**src/rtl/tipi_mailbox_core.sv**
```systemverilog
// ----------------------------------------------------------------------------
// tipi_mailbox_core : NCHAN-channel TI<->Pi byte mailbox with strobed nibble bus.
// Optional feature macro: TIPI_EXTINT_EN (registered TI interrupt on RC change).
// Revision: 1.0
// ----------------------------------------------------------------------------
`default_nettype none

module tipi_mailbox_core #(
  parameter int          NCHAN       = 1,
  parameter logic [15:0] CH_BASE     = 16'h5FF8,
  parameter int          NIB_W       = 4,
  parameter int          SYNC_STAGES = 2
) (
  input  logic             clk,
  input  logic             rst,
  input  logic             cru_dev_en,
  input  logic             cru_int_en,
  input  logic [0:15]      ti_a,
  input  logic             ti_memen,
  input  logic             ti_we,
  input  logic             ti_dbin,
  input  logic [7:0]       ti_d_in,
  output logic [7:0]       ti_d_out,
  output logic             ti_d_oe,
  output logic             ti_extint_n,
  input  logic             r_clk,
  input  logic             r_nibrst,
  input  logic [NIB_W-1:0] r_nib_in,
  output logic [NIB_W-1:0] r_nib_out,
  output logic             r_nib_oe
);

  localparam int         C_SPB      = 8 / NIB_W;
  localparam int         C_CH_SLOTS = 4 * C_SPB;
  localparam int         C_TOTAL    = C_CH_SLOTS * NCHAN;
  localparam int         C_PTR_W    = $clog2(C_TOTAL + 1);
  localparam logic [4:0] C_SYNC_RST = 5'b11000;

  // Async inputs packed as {ti_we, ti_memen, ti_dbin, r_clk, r_nibrst}
  logic [4:0] sync_q [SYNC_STAGES];
  logic [2:0] prev_q;
  logic       we_s, memen_s, dbin_s, rclk_s, nibrst_s;
  logic       we_fall, dbin_fall, rclk_rise;

  logic [7:0]         td_q [NCHAN], td_d [NCHAN];
  logic [7:0]         tc_q [NCHAN], tc_d [NCHAN];
  logic [7:0]         rd_q [NCHAN], rd_d [NCHAN];
  logic [7:0]         rc_q [NCHAN], rc_d [NCHAN];
  logic [NCHAN-1:0]   rc_changed_q, rc_changed_d;
  logic [NCHAN-1:0]   rd_pend_q, rd_pend_d;
  logic [C_PTR_W-1:0] ptr_q, ptr_d;
  logic               frame_q, frame_d;
  logic [15:0]        rsh_q, rsh_d;
  logic [15:0]        wsh_q, wsh_d;

  logic [15:0]      addr;
  logic [15:0]      base [NCHAN];
  logic             rd_qual;
  logic             hit;
  logic [7:0]       rdat;
  logic [NCHAN-1:0] rc_hit;
  logic [15:0]      wsh_next;
  int               ptr_i, cur_ch, cur_slot, nxt_ch;

  assign addr = ti_a;

  genvar gc;
  generate
    for (gc = 0; gc < NCHAN; gc++) begin : g_ch
      assign base[gc] = CH_BASE - 16'(8 * gc);
    end
  endgenerate

  always_ff @(posedge clk) begin
    if (rst) begin
      for (int i = 0; i < SYNC_STAGES; i++) sync_q[i] <= C_SYNC_RST;
      prev_q <= 3'b100;
    end else begin
      sync_q[0] <= {ti_we, ti_memen, ti_dbin, r_clk, r_nibrst};
      for (int i = 1; i < SYNC_STAGES; i++) sync_q[i] <= sync_q[i-1];
      prev_q <= {we_s, dbin_s, rclk_s};
    end
  end

  assign {we_s, memen_s, dbin_s, rclk_s, nibrst_s} = sync_q[SYNC_STAGES-1];
  assign we_fall   = prev_q[2] & ~we_s;
  assign dbin_fall = prev_q[1] & ~dbin_s;
  assign rclk_rise = ~prev_q[0] & rclk_s;

  // TI read path is purely combinational on the raw bus strobes
  always_comb begin
    rd_qual = cru_dev_en & ~ti_memen & ti_dbin;
    hit     = 1'b0;
    rdat    = 8'h00;
    rc_hit  = '0;
    for (int c = 0; c < NCHAN; c++) begin
      if (addr == base[c] + 16'd1) begin hit = 1'b1; rdat = rc_q[c]; rc_hit[c] = rd_qual; end
      if (addr == base[c] + 16'd3) begin hit = 1'b1; rdat = rd_q[c]; end
      if (addr == base[c] + 16'd5) begin hit = 1'b1; rdat = tc_q[c]; end
      if (addr == base[c] + 16'd7) begin hit = 1'b1; rdat = td_q[c]; end
    end
    ti_d_oe  = rd_qual & hit;
    ti_d_out = hit ? rdat : 8'h00;
  end

  always_comb begin
    ptr_i     = int'(ptr_q);
    cur_ch    = ptr_i / C_CH_SLOTS;
    cur_slot  = ptr_i % C_CH_SLOTS;
    nxt_ch    = (ptr_i + 1) / C_CH_SLOTS;
    r_nib_oe  = frame_q & ~nibrst_s & (ptr_i < C_TOTAL) & (cur_slot < 2 * C_SPB);
    r_nib_out = '0;
    for (int k = 0; k < 2 * C_SPB; k++) begin
      if (r_nib_oe && k == cur_slot) r_nib_out = rsh_q[16 - NIB_W * (k + 1) +: NIB_W];
    end
  end

  always_comb begin
    td_d         = td_q;
    tc_d         = tc_q;
    rd_d         = rd_q;
    rc_d         = rc_q;
    rc_changed_d = rc_changed_q;
    rd_pend_d    = rd_pend_q;
    ptr_d        = ptr_q;
    frame_d      = frame_q;
    rsh_d        = rsh_q;
    wsh_d        = wsh_q;
    wsh_next     = {wsh_q[15-NIB_W:0], r_nib_in};

    if (we_fall && !memen_s && cru_dev_en) begin
      for (int c = 0; c < NCHAN; c++) begin
        if (addr == base[c] + 16'd7) td_d[c] = ti_d_in;
        if (addr == base[c] + 16'd5) tc_d[c] = ti_d_in;
      end
    end

    // RC reads are remembered until DBIN drops, since the address is gone by then
    if (dbin_fall) begin
      rc_changed_d = rc_changed_q & ~rd_pend_q;
      rd_pend_d    = '0;
    end
    rd_pend_d = rd_pend_d | rc_hit;

    if (nibrst_s) begin
      ptr_d   = '0;
      frame_d = 1'b1;
      wsh_d   = '0;
      rsh_d   = {td_q[0], tc_q[0]};
    end else if (rclk_rise && frame_q && ptr_i < C_TOTAL) begin
      ptr_d = ptr_q + C_PTR_W'(1);
      if (cur_slot >= 2 * C_SPB) begin
        wsh_d = wsh_next;
        if (cur_slot == C_CH_SLOTS - 1) begin
          for (int c = 0; c < NCHAN; c++) begin
            if (c == cur_ch) begin
              rd_d[c] = wsh_next[15:8];
              rc_d[c] = wsh_next[7:0];
              if (wsh_next[7:0] != rc_q[c]) rc_changed_d[c] = 1'b1;
            end
          end
        end
      end
      if (((ptr_i + 1) % C_CH_SLOTS == 0) && (ptr_i + 1 < C_TOTAL)) begin
        for (int c = 0; c < NCHAN; c++) begin
          if (c == nxt_ch) rsh_d = {td_q[c], tc_q[c]};
        end
      end
    end
  end

  // frame_q stays low until the Pi issues its first frame reset
  always_ff @(posedge clk) begin
    if (rst) begin
      for (int c = 0; c < NCHAN; c++) begin
        td_q[c] <= 8'h00;
        tc_q[c] <= 8'h00;
        rd_q[c] <= 8'h00;
        rc_q[c] <= 8'h00;
      end
      rc_changed_q <= '0;
      rd_pend_q    <= '0;
      ptr_q        <= '0;
      frame_q      <= 1'b0;
      rsh_q        <= '0;
      wsh_q        <= '0;
    end else begin
      td_q         <= td_d;
      tc_q         <= tc_d;
      rd_q         <= rd_d;
      rc_q         <= rc_d;
      rc_changed_q <= rc_changed_d;
      rd_pend_q    <= rd_pend_d;
      ptr_q        <= ptr_d;
      frame_q      <= frame_d;
      rsh_q        <= rsh_d;
      wsh_q        <= wsh_d;
    end
  end

`ifdef TIPI_EXTINT_EN
  logic extint_q;
  always_ff @(posedge clk) begin
    if (rst) extint_q <= 1'b1;
    else     extint_q <= ~(cru_int_en & |rc_changed_q);
  end
  assign ti_extint_n = extint_q;
`else
  logic unused_int_en;
  assign unused_int_en = cru_int_en;
  assign ti_extint_n   = 1'b1;
`endif

endmodule

`default_nettype wire

```
**config.mk**
```make
export PLATFORM = sky130hd
export DESIGN_NAME = tipi_mailbox_core
export DESIGN_NICKNAME = d
export VERILOG_FILES = /design/src/rtl/tipi_mailbox_core.sv
export SDC_FILE = /design/constraint.sdc
export NUM_CORES = 1
export LEC_CHECK = 0
export CORE_ASPECT_RATIO = 2
export CORE_MARGIN = 2
export CORE_UTILIZATION = 48
export DETAILED_ROUTE_END_ITERATION = 8
export PLACE_DENSITY = 0.73
export SYNTH_ARGS = -nofsm -noshare
export SYNTH_HDL_FRONTEND = slang
export SYNTH_SLANG_ARGS = --single-unit
```
**constraint.sdc**
```tcl
create_clock -name clk -period 1.9 [get_ports clk]
set_clock_uncertainty 0.2 [all_clocks]
set_input_delay 0.475 -clock clk [delete_from_list [all_inputs] [get_ports clk]]
set_output_delay 0.475 -clock clk [all_outputs]
set_load 0.01 [all_outputs]
```
# After elaboration in Yosys (flattened, before gate mapping)
# Memories as Yosys holds them, arrays and structs flattened.
# Cells that the tools add are included.
[totals]
output_inout_bits = 15
regBits = 68
mem_bits_rw = 10
in_bits = 37
mem_count = 1
wordCells = 86
latch_bits = 0
romBits = 0
[memory_table]
columns = ["memory", "depth", "width", "read_ports", "rd_ports_with_merged_regs", "wr", "line", "rtl"]
rows = [
  ["sync_q", 2, 5, 2, 0, 2, "40", "logic [4:0] sync_q [SYNC_STAGES];"],
]
[classes]
add_sub_neg = 3
mux = 22
multipliers = 0
shifts = 0
n_reduce_logical = 24
n_eq_ne = 8
div_mod_pow = 0
bitwise = 15
order_cmp = 4
[op_table]
columns = ["op", "n"]
rows = [
  ["$logic_not A32 Y1", 4],
  ["$eq A16 B15 Y1 const B", 4],
  ["$mux W16", 4],
  ["$mux W8", 5],
  ["$add A32 B1 Y32", 1],
  ["$mux W4", 4],
  ["$mux W5", 2],
  ["$logic_and A1 B1 Y1", 9],
  ["$and A1 B1 Y1", 8],
  ["$mux W1", 7],
  ["$eq A3 B3 Y1 const A", 2],
  ["$reduce_and A2 Y1", 3],
  ["$reduce_bool A2 Y1", 3],
  ["$add A4 B1 Y5 const B", 1],
  ["$lt A5 B4 Y1 const B", 1],
  ["$reduce_and A5 Y1", 1],
  ["$add A4 B1 Y4 const B", 1],
  ["$lt A4 B4 Y1 const B", 1],
  ["$not A1 Y1", 4],
  ["$eq A2 B3 Y1 const A", 1],
  ["$eq A3 B1 Y1 const B", 1],
  ["$ge A3 B3 Y1 const B", 1],
  ["$lt A3 B3 Y1 const B", 1],
  ["$reduce_and A3 Y1", 1],
  ["other kinds (5)", 6],
]

# Depth between registers and ports, before layout
# Gate-level depths: netlist of run 1.
# An unclocked memory read counts as a cell.
[logic_depth]
ltp_word = 10
depth_mapped = 7
mapped_depth_nobuf = 6

# Least setup slack after synthesis of run 1
# No wires, ideal clock.
[synth_path]
kind = "register to output"
from = "register ptr_q[2]"
to = "output port r_nib_out[0]"
setup_slack_ns = -0.118
path_buffers = 0
arrival_ns = 1.343
path_stages_with_launch = 4
required_time_ns = 1.225
cell_sequence = "dfxtp_1 > or4b_1 > or2_4 > o21ai_1"
[synth_via]
elab_chain_cells = 8
elab_cells_between_ends = 16
cone_classes = "2 x order compare; 3 x eq/ne; 4 x mux; 2 x bitwise; 5 x reduce/logical"
[synth_lines]
columns = ["item", "line", "rtl"]
rows = [
  ["start, declared", "51", "logic [C_PTR_W-1:0] ptr_q, ptr_d;"],
  ["start signal, assigned", "194", "ptr_q <= ptr_d;"],
  ["$lt A4 B4 Y1", "111", "r_nib_oe = frame_q & ~nibrst_s & (ptr_i < C_TOTAL) & (cur_slot < 2 * C_SPB);"],
  ["$and A1 B1 Y1 (2 in series)", "111", ""],
  ["$logic_and A1 B1 Y1", "114", "if (r_nib_oe && k == cur_slot) r_nib_out = rsh_q[16 - NIB_W * (k + 1) +: NIB_W];"],
  ["$mux W4 (3 in series)", "114", ""],
  ["$mux W4 *", "114", ""],
  ["end, declared", "29", "output logic [NIB_W-1:0] r_nib_out,"],
]
# Mark *: on every way between the ends. The rest lies on a longest branch, timed or not.

==> flow_metrics.py, run 1 <==
metrics = {
    "outcome": {
        "status": "finished, violations left",
        "violations": "negative setup slack",
    },
    "power_and_ir_drop": {
        "p_leak_nw": 1.884,
        "power.total_mw": 3.461,
        "ir_worst_vdd_mv": 0.6705,
        "p_per_area_nw_per_um2": 734.2,
    },
    "setup_path": {
        "cp-end-kind": "output port",
        "crit_required_ns": 1.22,
        "cp_max_fo": 3,
        "crit_type": "reg -> out",
        "crit_arrival_ns": 1.84,
        "reg2reg_slack_ns": 0.11,
        "start_kind": "register",
    },
    "yosys": {
        "ys_seq_elements": 75,
        "synth.most_common_cell": "dfxtp_1",
        "async_reset_ff_share_pct": 0,
        "yosys.cell_types.count": 39,
        "syn_area_per_cell_um2": 8.843,
        "syn_area_um2": 3263,
        "synth_area_leaders": "dfxtp_1 46%, nand2_1 7.7%, mux2i_1 6.1%",
        "synth_ff_type": "dfxtp_1",
        "syn-num-nets": 413,
        "synth_edf_count": 0,
        "synth_seq_area_share_pct": 46.01,
        "synth_top_cell_by_area": "dfxtp_1",
        "synth_top_cell_area_share_pct": 46.01,
        "synthTopCellsByCount": "75 x dfxtp_1, 67 x nand2_1, 29 x a21oi_1",
        "yosysWarnings": 0,
        "syn_inst": 369,
    },
    "sta": {
        "finalSetupViolCount": 14,
        "hold_viol": 0,
        "finalMaxSlewViolations": 0,
        "max_freq_mhz": 398.3,
        "fin_crit_sh_pct": 132.1,
        "fin_setup_tns_ns": -5.687,
        "layout_min_cycle_time_ns": 2.510,
        "finalWorstSetupSlack_ns": -0.6104,
        "hold_slack_ns": 0.2125,
        "rsz0062_at_grt": "yes",
    },
    "grt": {
        "grt_pass1_wl_um": 13420,
        "antenna_found_initial": 0,
        "grt-ovfl-total": 0,
        "grt_pass1_vias": 2796,
        "track_usage_pct": 23.19,
        "grt_max_degree": 68,
    },
    "clock_network": {
        "clk_pin_slew_worst_paths_ns": 0.05,
        "cts_tree": "yes",
        "clockBufferDepth": 2,
        "cts.sinks": 75,
        "cts_made_buffers": 9,
        "ctsRootBufferMaster": "clkbuf_16",
        "htreeDepth": 3,
        "clock_latency_ns": 0.33,
    },
    "cells_and_area": {
        "fillers": 513,
        "nNetsFinal": 486,
        "finalNonFillerCells": 533,
        "n_antenna_cell": 0,
        "drive_above_1_share_pct": 32.13,
        "area_growth_pct": 44.48,
    },
    "floorplanning": {
        "die_w_um": 62.30,
        "start_util_pct": 49.28,
        "ios": 52,
        "core_area_um2": 6621,
        "die_h_um": 120.6,
        "dieArea_um2": 7513,
        "std_cell_rows": 42,
    },
    "placed_design": {
        "dp_cells": 503,
        "portBuffers": 49,
        "place_hpwl_um": 5599,
        "gp_congestion": 0.7861,
        "dp_slack_ns": -1.072,
    },
    "detailed_routing": {
        "drt_drc_violations_left": 0,
        "vias_per_cell": 5.265,
        "firstDrtPassIters": 4,
        "dr.first_iter.drc_count": 150,
        "wl_um": 8199,
        "ant_nets": 0,
        "post_drt_wl_per_cell_um": 15.38,
        "vias": 2806,
    },
    "min_path": {
        "hold_path.class": "reg -> reg",
    },
    "job": {
        "cap_violations": 0,
    },
}
## kinds of logic (layout without fill, tap and decap cells)
family	Yosys count	count (layout)	share of synthesized area (%)
and+or+nand+nor	164	166	26.50
DFF	75	75	46.01
AOI/OAI and AO/OA	64	64	11.00
buffers and inverters	29	103	4.524
muxes	28	28	8.896
adders and majority gates	7	7	2.684
other	1	1	0.1149
xor gates and xnor gates	1	1	0.2685
## report_power, final
part           leakage (nW)  total (mW)  internal, mW  switching [mW]
clock network         0.141        1.63          1.03           0.594
logic                  1.14       0.247         0.137           0.110
registers             0.607        1.59          1.58         0.00440
total                  1.88        3.46          2.75           0.708
## through the flow
stage / util (%) / area (µm²)
floorplan: - / 3446
global placement: 62.43 / 4134
detailed placement: 62.43 / 4134
CTS: 70.58 / 4673
global route: 71.20 / 4715
finish: 71.20 / 4715
## worst max-delay path, stage by stage, from the launching register on
cell	delay, ns
dfxtp_2	0.32
or4b_4	0.54
or2_4	0.26
buf_6	0.13
o21ai_4	0.14
buf_6	0.12
## layout by cell type, fill, tap and decap left out, drive strengths merged, types with 11 or more instances in the layout
cell,netlist,final
a21oi,29,29
buf,14,59
clkbuf,11,11
clkdlybuf4s50,0,18
dfxtp,75,75
mux2i,20,20
nand2,67,67
nand2b,26,26
nand3b,17,17
nor2,16,16
o21ai,24,24
## timing repair
item / 4_1_cts / 5_1_grt
hold buffers: 0 / 0
endpoints found under the hold margin: 0 / 0
cloned: 2 / 0
setup endpoints to repair: 33 / 51
pin swaps: 23 / 3
resized for setup: 150 / 10
setup buffers: 15 / 0
## routing by layer
metal | global-route usage [%] | wire, µm | up-vias
met5 | 0 | 0 | -
li1 | - | - | 1407
met2 | 44.84 | 4767 | 53
met1 | 23.45 | 3015 | 1331
met3 | 4.837 | 220 | 15
met4 | 10.14 | 196 | 0
## worst paths after layout
| kind | from | to | cells after the start |
|---|---|---|---|
| setup / recovery | sync_q[0][5] | r_nib_out[2] | 5 |
| hold / removal | sync_q[0][3] | sync_q[0][8] | 1 |
| setup reg to reg | ptr_q[3] | rsh_q[4] | 7 |
| hold reg to reg | sync_q[0][3] | sync_q[0][8] | 1 |
## sequential cells by signal, indices dropped and copies added (netlist names)
| signal | flops |
|---|---|
| td_q | 8 |
| rsh_q | 16 |
| frame_q | 1 |
| ptr_q | 4 |
| sync_q | 8 |
| wsh_q | 12 |
| prev_q | 2 |
| tc_q | 8 |
| rc_q | 8 |
| rd_q | 8 |
## layout make-up
| cell class | instances | area [µm²] | share of cell area, % |
|---|---|---|---|
| clock buffers | 11 | 242.7 | 5.149 |
| clock inverters | 3 | 40.04 | 0.8493 |
| inverters | 4 | 17.52 | 0.3716 |
| multi-input cells | 267 | 2003 | 42.49 |
| flip-flops and latches | 75 | 1504 | 31.90 |
| well taps | 88 | 110.1 | 2.335 |
| repair buffers | 85 | 797.0 | 16.91 |
Power figures use the tool's default switching activity.
==> inputs of run 2 (changes only) <==
--- a/config.mk
+++ b/config.mk
@@ -6,10 +6,10 @@
 export NUM_CORES = 1
 export LEC_CHECK = 0
 export CORE_ASPECT_RATIO = 2
-export CORE_MARGIN = 2
 export CORE_UTILIZATION = 48
 export DETAILED_ROUTE_END_ITERATION = 8
-export PLACE_DENSITY = 0.73
+export PLACE_DENSITY = 0.76
+export SKIP_CTS_REPAIR_TIMING = 1
 export SYNTH_ARGS = -nofsm -noshare
 export SYNTH_HDL_FRONTEND = slang
 export SYNTH_SLANG_ARGS = --single-unit
==> flow_metrics.py, run 2 (synthesized netlist as in run 1, its figures left out) <==
metrics = {
    "outcome": {
        "status": "finished, violations left",
        "violations": "negative setup slack",
    },
    "setup_path": {
        "cp_num_cells": 4,
        "critical_path.top_delay_family": "simple AND/OR/NAND/NOR gates",
        "path_buf_inv": 1,
        "reg2reg_slack_ns": 0.09,
        "slowest_delay_ns": 0.55,
        "crit_arrival_ns": 1.75,
        "endpoint": "r_nib_out[2]",
        "r2r_end": "rd_q[6]",
        "critical_path.cell_chain": "or4b_4 -> or2_4 -> o21ai_4 -> buf_6",
        "cp-startpoint": "ptr_q[3]",
        "cp-end-kind": "output port",
        "cp_max_fo": 4,
        "crit_required_ns": 1.22,
        "r2r-start": "ptr_q[1]",
        "crit_type": "reg -> out",
        "rr_worst_depth": 7,
        "start_kind": "register",
        "critPathSlowestCell": "or4b_4",
    },
    "floorplanning": {
        "die_h_um": 118.6,
        "start_util_pct": 49.68,
        "std_cell_rows": 42,
        "core_area_um2": 6569,
        "ios": 52,
        "die_w_um": 60.30,
        "dieArea_um2": 7152,
    },
    "cells_and_area": {
        "largest_reg_flops": 16,
        "layout_common_cells": "72 x dfxtp_1, 66 x nand2_1, 29 x a21oi_1, 25 x nand2b_1",
        "nNetsFinal": 481,
        "finalNonFillerCells": 530,
        "area_growth_pct": 43.90,
        "drive_above_1_share_pct": 29.64,
        "final_common_cell": "dfxtp_1",
        "regMostFlops": "rsh_q",
        "top_regs": "rsh_q x16, wsh_q x12",
        "fillers": 488,
        "n_antenna_cell": 0,
    },
    "grt": {
        "grt-ovfl-total": 0,
        "antenna_found_initial": 0,
        "grt_pass1_wl_um": 12500,
        "grt_pass1_vias": 2728,
        "track_usage_pct": 23.26,
        "grt_max_degree": 47,
    },
    "detailed_routing": {
        "firstDrtPassIters": 4,
        "wl_um": 8582,
        "vias": 2841,
        "drt_drc_violations_left": 0,
        "vias_per_cell": 5.360,
        "post_drt_wl_per_cell_um": 16.19,
        "ant_nets": 0,
        "dr.first_iter.drc_count": 112,
    },
    "clock_network": {
        "cts_tree": "yes",
        "clockBufferDepth": 2,
        "cts.sinks": 75,
        "htreeDepth": 3,
        "clk_pin_slew_worst_paths_ns": 0.05,
        "clock_latency_ns": 0.33,
        "cts_made_buffers": 9,
        "ctsRootBufferMaster": "clkbuf_16",
    },
    "min_path": {
        "hold_path.class": "reg -> reg",
        "hold_start": "sync_q[0][4]",
    },
    "sta": {
        "finalSetupViolCount": 14,
        "hold_viol": 0,
        "fin_crit_sh_pct": 127.5,
        "hold_slack_ns": 0.2074,
        "finalWorstSetupSlack_ns": -0.5229,
        "layout_min_cycle_time_ns": 2.423,
        "max_freq_mhz": 412.7,
        "rsz0062_at_grt": "yes",
        "finalMaxSlewViolations": 0,
    },
    "power_and_ir_drop": {
        "ir_worst_vdd_mv": 0.7023,
        "power.total_mw": 3.499,
        "p_per_area_nw_per_um2": 745.0,
        "p_leak_nw": 1.950,
    },
    "placed_design": {
        "gp_congestion": 0.7654,
        "dp_cells": 504,
        "place_hpwl_um": 5750,
        "portBuffers": 49,
    },
    "job": {
        "cap_violations": 0,
    },
}
run 2: cell count changes in the layout (fill, tap and decap cells not counted), sizes merged:
cell,previous run,this run
nand3,9,8
clkinvlp,0,2
buf,59,47
clkinv,2,1
clkdlybuf4s15,4,0
dlymetal6s2s,0,11
dlygate4sd2,4,0
and3b,1,2
clkbuf,11,16
run 2: worst min path at each step:
stage / to / slack, ns / cells after the start
after global routing: sync_q[0][9] / 0.23 / 1
after floorplan: sync_q[0][8] / 0.19 / 1
final: sync_q[0][9] / 0.21 / 1
after CTS: sync_q[0][9] / 0.21 / 1
after global placement: sync_q[0][8] / 0.19 / 1
after detailed placement: sync_q[0][9] / 0.20 / 1
run 2: worst register-to-register path: stages, from the launching register on:
cell and delay, ns:
dfxtp_1 0.35, buf_4 0.12, ha_1 0.16, buf_4 0.12
ha_2 0.22, and3b_2 0.30, nand2_1 0.11, a21oi_1 0.15
run 2: layer usage:
layer / part of all wire, % / GRT usage [%]
met4: 4.1 / 10.32
met2: 57 / 41.48
met5: 0 / 0
met1: 36 / 24.36
met3: 2.7 / 5.252
run 2: layout make-up:
type | count | area, µm² | area share [%]
multi-input combinational | 267 | 1991 | 42.39
sequential | 75 | 1505 | 32.05
timing repair buffer | 80 | 778.2 | 16.57
clock buffer | 12 | 246.5 | 5.249
tap | 88 | 110.1 | 2.345
clock inverter | 4 | 50.05 | 1.066
inverter | 4 | 15.01 | 0.3197
run 2: through the flow:
stage                     utilization [%]  cell area (µm²)  setup WS [ns]  setup TNS, ns
final                               71.49             4696        -0.5229         -5.047
after floorplan                         -             3446       -0.07201        -0.5591
after detailed placement            62.67             4116         -1.065         -17.89
after global placement              62.67             4116         -1.060         -17.14
after CTS                           67.18             4413         -1.081         -15.20
after global routing                71.49             4696        -0.5754         -5.823
run 2: power breakdown:
group,total [mW],leakage [nW],internal [mW],switching (mW)
Clock,1.67,0.139,1.05,0.618
Sequential,1.59,0.607,1.58,0.00507
Combinational,0.242,1.20,0.133,0.108
